`config.mk`:
```
export PLATFORM = sky130hd
export DESIGN_NAME = mux_gate_scan_ctrl
export DESIGN_NICKNAME = d
export VERILOG_FILES = /design/src/rtl/mux_gate_pkg.sv /design/src/rtl/gate_tt_rom.sv /design/src/rtl/mux_gate_scan_ctrl.sv
export SDC_FILE = /design/constraint.sdc
export NUM_CORES = 1
export LEC_CHECK = 0
export ABC_AREA = 1
export CELL_PAD_IN_SITES_DETAIL_PLACEMENT = 1
export CELL_PAD_IN_SITES_GLOBAL_PLACEMENT = 1
export CORE_UTILIZATION = 45
export DETAILED_ROUTE_END_ITERATION = 8
export DONT_BUFFER_PORTS = 1
export PLACE_DENSITY_LB_ADDON = 0.1
export SETUP_SLACK_MARGIN = 0.5
export SYNTH_ARGS = -nofsm -noshare
export SYNTH_HDL_FRONTEND = slang
export SYNTH_SLANG_ARGS = --single-unit
```
`constraint.sdc`:
```
create_clock -name clk -period 4.3 [get_ports clk]
set_clock_uncertainty 0.2 [all_clocks]
set_input_delay 0.645 -clock clk [delete_from_list [all_inputs] [get_ports clk]]
set_output_delay 0.645 -clock clk [all_outputs]
set_load 0.03 [all_outputs]
```
`src/rtl/mux_gate_pkg.sv`:
```
// Shared definitions for the mux-as-universal-gate scan controller.
// Holds gate codes, their 8-bit truth-table patterns, and the scan FSM states.
package mux_gate_pkg;

    // Gate codes as presented on gate_sel
    localparam logic [2:0] GATE_AND  = 3'd0;
    localparam logic [2:0] GATE_OR   = 3'd1;
    localparam logic [2:0] GATE_NAND = 3'd2;
    localparam logic [2:0] GATE_NOR  = 3'd3;
    localparam logic [2:0] GATE_XOR  = 3'd4;
    localparam logic [2:0] GATE_XNOR = 3'd5;
    localparam logic [2:0] GATE_NOT  = 3'd6;
    localparam logic [2:0] GATE_BUF  = 3'd7;

    // Truth tables: bit k is the gate output for select value k.
    // NOT and BUF only look at s[0].
    localparam logic [7:0] TT_AND  = 8'h80;
    localparam logic [7:0] TT_OR   = 8'hFE;
    localparam logic [7:0] TT_NAND = 8'h7F;
    localparam logic [7:0] TT_NOR  = 8'h01;
    localparam logic [7:0] TT_XOR  = 8'h96;
    localparam logic [7:0] TT_XNOR = 8'h69;
    localparam logic [7:0] TT_NOT  = 8'h55;
    localparam logic [7:0] TT_BUF  = 8'hAA;

    // Scan FSM states
    typedef enum logic [2:0] {
        ST_IDLE   = 3'd0,
        ST_LOAD   = 3'd1,
        ST_DRIVE  = 3'd2,
        ST_SAMPLE = 3'd3,
        ST_DONE   = 3'd4
    } scan_state_t;

endpackage

```
`src/rtl/gate_tt_rom.sv`:
```
// Combinational gate-code to truth-table lookup. The same pattern is driven
// onto the mux data inputs and used as the expected scan response.
module gate_tt_rom
    import mux_gate_pkg::*;
(
    input  logic [2:0] gate_sel,
    output logic [7:0] pattern
);

    // Map each gate code onto its 8-entry truth table
    always_comb begin
        pattern = TT_AND;
        case (gate_sel)
            GATE_AND:  pattern = TT_AND;
            GATE_OR:   pattern = TT_OR;
            GATE_NAND: pattern = TT_NAND;
            GATE_NOR:  pattern = TT_NOR;
            GATE_XOR:  pattern = TT_XOR;
            GATE_XNOR: pattern = TT_XNOR;
            GATE_NOT:  pattern = TT_NOT;
            GATE_BUF:  pattern = TT_BUF;
            default:   pattern = TT_AND;
        endcase
    end

endmodule

```
`src/rtl/mux_gate_scan_ctrl.sv`:
```
// Scan controller for an 8:1 mux used as a universal gate: loads the selected
// gate's truth table onto mux_i, walks mux_s through 0..7 sampling mux_y, and
// reports the assembled response with a one-cycle done pulse and pass flag.
// Optional build macro MUX_SCAN_ERRCNT_EN adds a saturating failed-scan
// counter on output err_cnt.
//
// Request handshake: start is a level request accepted on any clock edge where
// busy is low (state IDLE); gate_sel is captured on that same edge. While busy
// is high, start and gate_sel are ignored and nothing is queued. done pulses
// for exactly one cycle per completed scan, and result/pass are valid from
// that cycle until the next accepted start.
module mux_gate_scan_ctrl
    import mux_gate_pkg::*;
#(
    parameter int SETTLE_CYCLES = 1,
    parameter int CNT_W         = 4
) (
    input  logic       clk,
    input  logic       rst_n,
    input  logic       start,
    input  logic [2:0] gate_sel,
    output logic [7:0] mux_i,
    output logic [2:0] mux_s,
    input  logic       mux_y,
    output logic       busy,
    output logic       done,
    output logic [7:0] result,
    output logic       pass
`ifdef MUX_SCAN_ERRCNT_EN
    ,
    output logic [7:0] err_cnt
`endif
);

    // Last settle count value before moving on to SAMPLE
    localparam logic [CNT_W-1:0] SETTLE_LAST = CNT_W'(SETTLE_CYCLES - 1);

    scan_state_t      state_q, state_d;
    logic [2:0]       gate_q;
    logic [CNT_W-1:0] cnt_q;
    logic [7:0]       pattern;
    logic [7:0]       result_smp;

    gate_tt_rom u_rom (
        .gate_sel (gate_q),
        .pattern  (pattern)
    );

    assign busy = (state_q != ST_IDLE);
    assign done = (state_q == ST_DONE);

    // Response with the current mux_y merged in at the current select position
    always_comb begin
        result_smp        = result;
        result_smp[mux_s] = mux_y;
    end

    // FSM state register
    always_ff @(posedge clk or negedge rst_n) begin
        if (!rst_n) state_q <= ST_IDLE;
        else        state_q <= state_d;
    end

    // FSM next-state logic
    always_comb begin
        state_d = state_q;
        case (state_q)
            ST_IDLE:   if (start) state_d = ST_LOAD;
            ST_LOAD:   state_d = ST_DRIVE;
            ST_DRIVE:  if (cnt_q == SETTLE_LAST) state_d = ST_SAMPLE;
            ST_SAMPLE: state_d = (mux_s == 3'd7) ? ST_DONE : ST_DRIVE;
            ST_DONE:   state_d = ST_IDLE;
            default:   state_d = ST_IDLE;
        endcase
    end

    // Scan datapath: gate capture, mux drive, settle timing and result assembly
    always_ff @(posedge clk or negedge rst_n) begin
        if (!rst_n) begin
            gate_q <= GATE_AND;
            cnt_q  <= '0;
            mux_i  <= '0;
            mux_s  <= '0;
            result <= '0;
            pass   <= 1'b0;
        end else begin
            case (state_q)
                ST_IDLE: begin
                    if (start) gate_q <= gate_sel;
                end
                ST_LOAD: begin
                    mux_i  <= pattern;
                    mux_s  <= '0;
                    result <= '0;
                    pass   <= 1'b0;
                    cnt_q  <= '0;
                end
                ST_DRIVE: begin
                    cnt_q <= cnt_q + CNT_W'(1);
                end
                ST_SAMPLE: begin
                    result <= result_smp;
                    if (mux_s == 3'd7) begin
                        // Compare here so pass is already valid in the done cycle
                        pass <= (result_smp == pattern);
                    end else begin
                        mux_s <= mux_s + 3'd1;
                        cnt_q <= '0;
                    end
                end
                default: ;
            endcase
        end
    end

`ifdef MUX_SCAN_ERRCNT_EN
    // Count failed scans, saturating; only reset clears it
    always_ff @(posedge clk or negedge rst_n) begin
        if (!rst_n) begin
            err_cnt <= '0;
        end else if (state_q == ST_DONE && !pass && err_cnt != 8'hFF) begin
            err_cnt <= err_cnt + 8'd1;
        end
    end
`endif

endmodule

```
# [Yosys cells after proc, flatten, opt, wreduce, memory -nomap -nowiden]
# Memory sizes are Yosys's and may differ from the RTL's.
# Index checks and enable logic that the tools add are counted.
[totals] regBits=30 out_inout_bits=22 rom_bits=64 input_bits=7 memories=1 elab_cells=47
[mem_list] name="(name not given)" words=8 word_bits=8 read_ports=1 rd_ports_with_merged_regs=0 write_ports=0 line="gate_tt_rom.sv:13" text="case (gate_sel)"
[classes] mux=14 eq_ne=10 reduce_logical=11 n_lt_le_gt_ge=2 n_addsub=2
[op_table] cell="$pmux W8 S2" n=1
[op_table] cell="$mux W3" n=4
[op_table] cell="$pmux W3 S4" n=1
[op_table] cell="$pmux W4 S3" n=1
[op_table] cell="$reduce_and A2 Y1" n=5
[op_table] cell="$bwmux W8" n=1
[op_table] cell="$eq A8 B8 Y1" n=1
[op_table] cell="$ne A2 B2 Y1 const B" n=4
[op_table] cell="$eq A3 B2 Y1 const B" n=2
[op_table] cell="$eq A3 B3 Y1 const B" n=2
[op_table] cell="$pmux W3 S2" n=1
[op_table] cell="$reduce_bool A3 Y1" n=2
[op_table] cell="$add A4 B1 Y4 const B" n=1
[op_table] cell="$logic_not A4 Y1" n=1
[op_table] cell="$lt A3 B4 Y1 const B" n=1
[op_table] cell="$mux W4" n=1
[op_table] cell="$add A3 B1 Y3 const B" n=1
[op_table] cell="$demux W1 S3" n=1
[op_table] cell="$eq A3 B1 Y1 const B" n=1
[op_table] cell="$ge A3 B1 Y1 const B" n=1
[op_table] cell="$logic_not A3 Y1" n=1
[op_table] cell="$mux W1" n=2
[op_table] cell="$pmux W1 S2" n=1
[op_table] cell="$reduce_bool A2 Y1" n=1
[op_table] cell="$logic_and A1 B1 Y1" n=1

# [Depth between registers and ports, before layout]
[depth] word_depth=8 ltp_mapped=13 mapped_depth_nobuf=11

# [Cells and area by module]
# A second synthesis with hierarchy kept.
[hier_totals] cells_unflattened=225 area_unflattened_um2=1694.1
[modules_own_cells] mod="mux_gate_scan_ctrl" area_per_inst_um2=1587.8 instances=1 cells_per_inst=203
[modules_own_cells] mod="gate_tt_rom" area_per_inst_um2=106.4 instances=1 cells_per_inst=22

# [Least setup slack after synthesis]
# No wires, ideal clock.
[synth_timing] path_kind="flip-flop to output port" start="reg state_q[1]" end="out done" n_path_buf=0 t_arrival_ns=1.117 slack_ns=2.338 stages_incl_launch_ff=2 path_cell_list="dfrtp_1 nor3_1"
[synth_via] elab_chain_cells=1
[synth_lines] item="from (decl)" line="mux_gate_scan_ctrl.sv:38" text="scan_state_t state_q, state_d;"
[synth_lines] item="from (signal assigned)" line="mux_gate_scan_ctrl.sv:61" text="else state_q <= state_d;"
[synth_lines] item="$eq A3 B3 Y1" line="mux_gate_scan_ctrl.sv:50" text="assign done = (state_q == ST_DONE);"
[synth_lines] item="to (decl)" line="mux_gate_scan_ctrl.sv:26" text="output logic done,"
# Every way passes these cells.

# [Worst setup path after layout]
# Ends and elaborated chain as after synthesis.

==> impl_metrics.tcl <==
set metrics [dict create \
    status "complete, no violations" \
    io_buffers 0 \
    final_common_cell "nand2_1" \
    power.leakage_nw 0.8813 \
    cp-end-kind "output port" \
    power_frac_clock 0.110 \
    yosysTopAreaCell "dfrtp_1" \
    netlist.area_leader.share 0.4211 \
    swShare 0.5643 \
    worstPathRequired_ps 3450 \
    dr.pass1.iters 4 \
    hold_violations 0 \
    root_buffer "clkbuf_8" \
    num_vias 1452 \
    power_mw 1.526 \
    setup_tns_ps 0 \
    syn_nets 233 \
    ys_ff_latch 28 \
    cts_buffers 3 \
    nNetsFinal 233 \
    reg2reg_slack_ps 2050 \
    cts_resized 0 \
    powerDensity_nw_per_um2 878.3 \
    cts_tree "done" \
    avgViaCountPerCell 5.438 \
    setup_violations 0 \
    grt_max_degree 29 \
    antenna_found_initial 0 \
    cp_max_fo 5 \
    drc_errors 0 \
    avgSynthCellArea_sq_um 7.496 \
    hold_path.class "input port to flop" \
    ys_seq_area_frac 0.4211 \
    synth_cell_type_count 26 \
    antenna_left 0 \
    drt_iter0_drc 38 \
    place.gp.congestion 0.8873 \
    tightestPinTransition_ps 975.5 \
    num_antenna_cells 0 \
    period_needed_ps 2419 \
    arrival_ps 1570 \
    path_cells "nor3_1" \
    track_usage 0.2475 \
    post_cts_buffers 0 \
    ys_warn_count 0 \
    rows 21 \
    hpwl_um 3246 \
    peakVddDrop_mv 0.2478 \
    fmax_mhz 413.4 \
    syn_area_sq_um 1664 \
    grt_pass1_vias 1564 \
    clk_latency_ps 280 \
    wl_per_cell_um 16.11 \
    ys_top_cells_by_area "dfrtp_1 42%, nand2_1 17%, inv_1 4.5%, nand3_1 4.5%, o21ai_0 4.2%" \
    maxSlewHeadroom 0.3447 \
    layout-drive-gt1-share 0.1357 \
    core-area_sq_um 3442 \
    die_w_um 62.81 \
    grt_pass1_wl_um 7576 \
    path_clk_slew_ps 100 \
    cts_max_path_buffers 2 \
    clkSinkCount 28 \
    pwr-share-comb 0.459 \
    cts_max_level 1 \
    rsz0062_at_grt "no" \
    pwr-share-seq 0.431 \
    worstSetupPathType "flop to output port" \
    finalMaxSlewViolations 0 \
    cp-start-kind "flop" \
    io_pins 29 \
    drv_cap 0 \
    fillers 459 \
    p_int_mw 0.6651 \
    final_cell_mix "75 x nand2_1, 28 x dfrtp_1, 20 x inv_1, 15 x nand3_1, 14 x o21ai_0" \
    cp_slowest_cell "nor3_1" \
    path_buf_inv 0 \
    wl_um 4301 \
    syn_inst 222 \
    dieArea_sq_um 3945 \
    die_h_um 62.81 \
    start_util 0.4835 \
    critPathTopFamily "simple AND/OR/NAND/NOR gates" \
    p_sw_mw 0.8614 \
    slowest_delay_ps 820 \
    overflow 0 \
    post-route-period-util 0.5625 \
    area_growth_pct 4.436 \
]
## final timing paths
check / start / end / depth (start not counted)
max in group asynchronous: rst_n / mux_s[0] / 2
min in group asynchronous: rst_n / result[5] / 2
min reg2reg: cnt_q[3] / cnt_q[3] / 1
max reg2reg: mux_s[1] / cnt_q[1] / 8
min: gate_sel[1] / gate_q[1] / 2
max: state_q[1] / done / 1
## routing by layer
| metal | GRT usage | routed length, um |
|---|---|---|
| met1 | 0.3199 | 1956 |
| met2 | 0.4185 | 2096 |
| met3 | 0.04015 | 176 |
| met4 | 0.08140 | 72 |
| met5 | 0 | 0 |
## repair_timing
item | CTS | global route
hold endpoints to repair | 28 | 0
setup endpoints to repair | 0 | 0
hold buffers | 2 | 0
## kinds of logic after synthesis
family,Yosys count,synth area share
compound gates,28,0.09323
xor+xnor,1,0.005264
fa+ha+maj,4,0.03008
simple gates,125,0.3391
flops,28,0.4211
buf+inv,36,0.1113
## cell usage after synthesis
master	number
a21oi_1	5
nor2_2	3
ha_1	4
o21ai_1	1
nand3_2	3
nor3_1	2
nand2_2	6
xnor2_1	1
nand3_1	15
o22ai_1	6
o21ai_2	1
buf_2	1
dfrtp_1	28
o21ai_0	14
buf_8	1
inv_1	20
nor2_4	1
nand2_4	1
nand4_1	7
nor2_1	12
inv_2	6
buf_4	2
buf_6	3
inv_4	3
a21oi_2	1
nand2_1	75
## power groups by stage
stage          Sequential [mW]  Combinational (mW)  Clock (mW)
6_report                 0.658               0.700       0.168
5_1_grt                  0.676               0.810       0.183
4_1_cts                  0.658               0.707       0.172
3_5_place_dp             0.663               0.692           0
3_3_place_gp             0.654               0.654           0
2_1_floorplan            0.578               0.639           0
## stage by stage
step	instance area [sq um]	worst slack (ps)	utilization	hold WS, ps	std cells
after detailed placement	1653	2088	0.4802	150.1	261
after floorplan	1664	2338	-	149.4	222
final	1738	1881	0.5049	317.2	267
after CTS	1738	1889	0.5049	307.2	267
after global placement	1653	2207	0.4802	150.1	261
after global routing	1738	1821	0.5049	314.6	267
## final cells by class
cell class | count | area (sq um) | area share
Multi-Input combinational cell | 158 | 778.2 | 0.4478
Sequential cell | 28 | 700.7 | 0.4032
Inverter | 29 | 116.4 | 0.06695
Tap cell | 46 | 57.56 | 0.03312
Clock buffer | 4 | 55.05 | 0.03168
Timing Repair Buffer | 2 | 30.03 | 0.01728
## flip-flops by register name, summed over array words and instances, names as in the netlist
name	cells
result	8
gate_q	3
pass	1
mux_s	3
cnt_q	4
mux_i	6
state_q	3
Power figures use the tool's default switching activity.
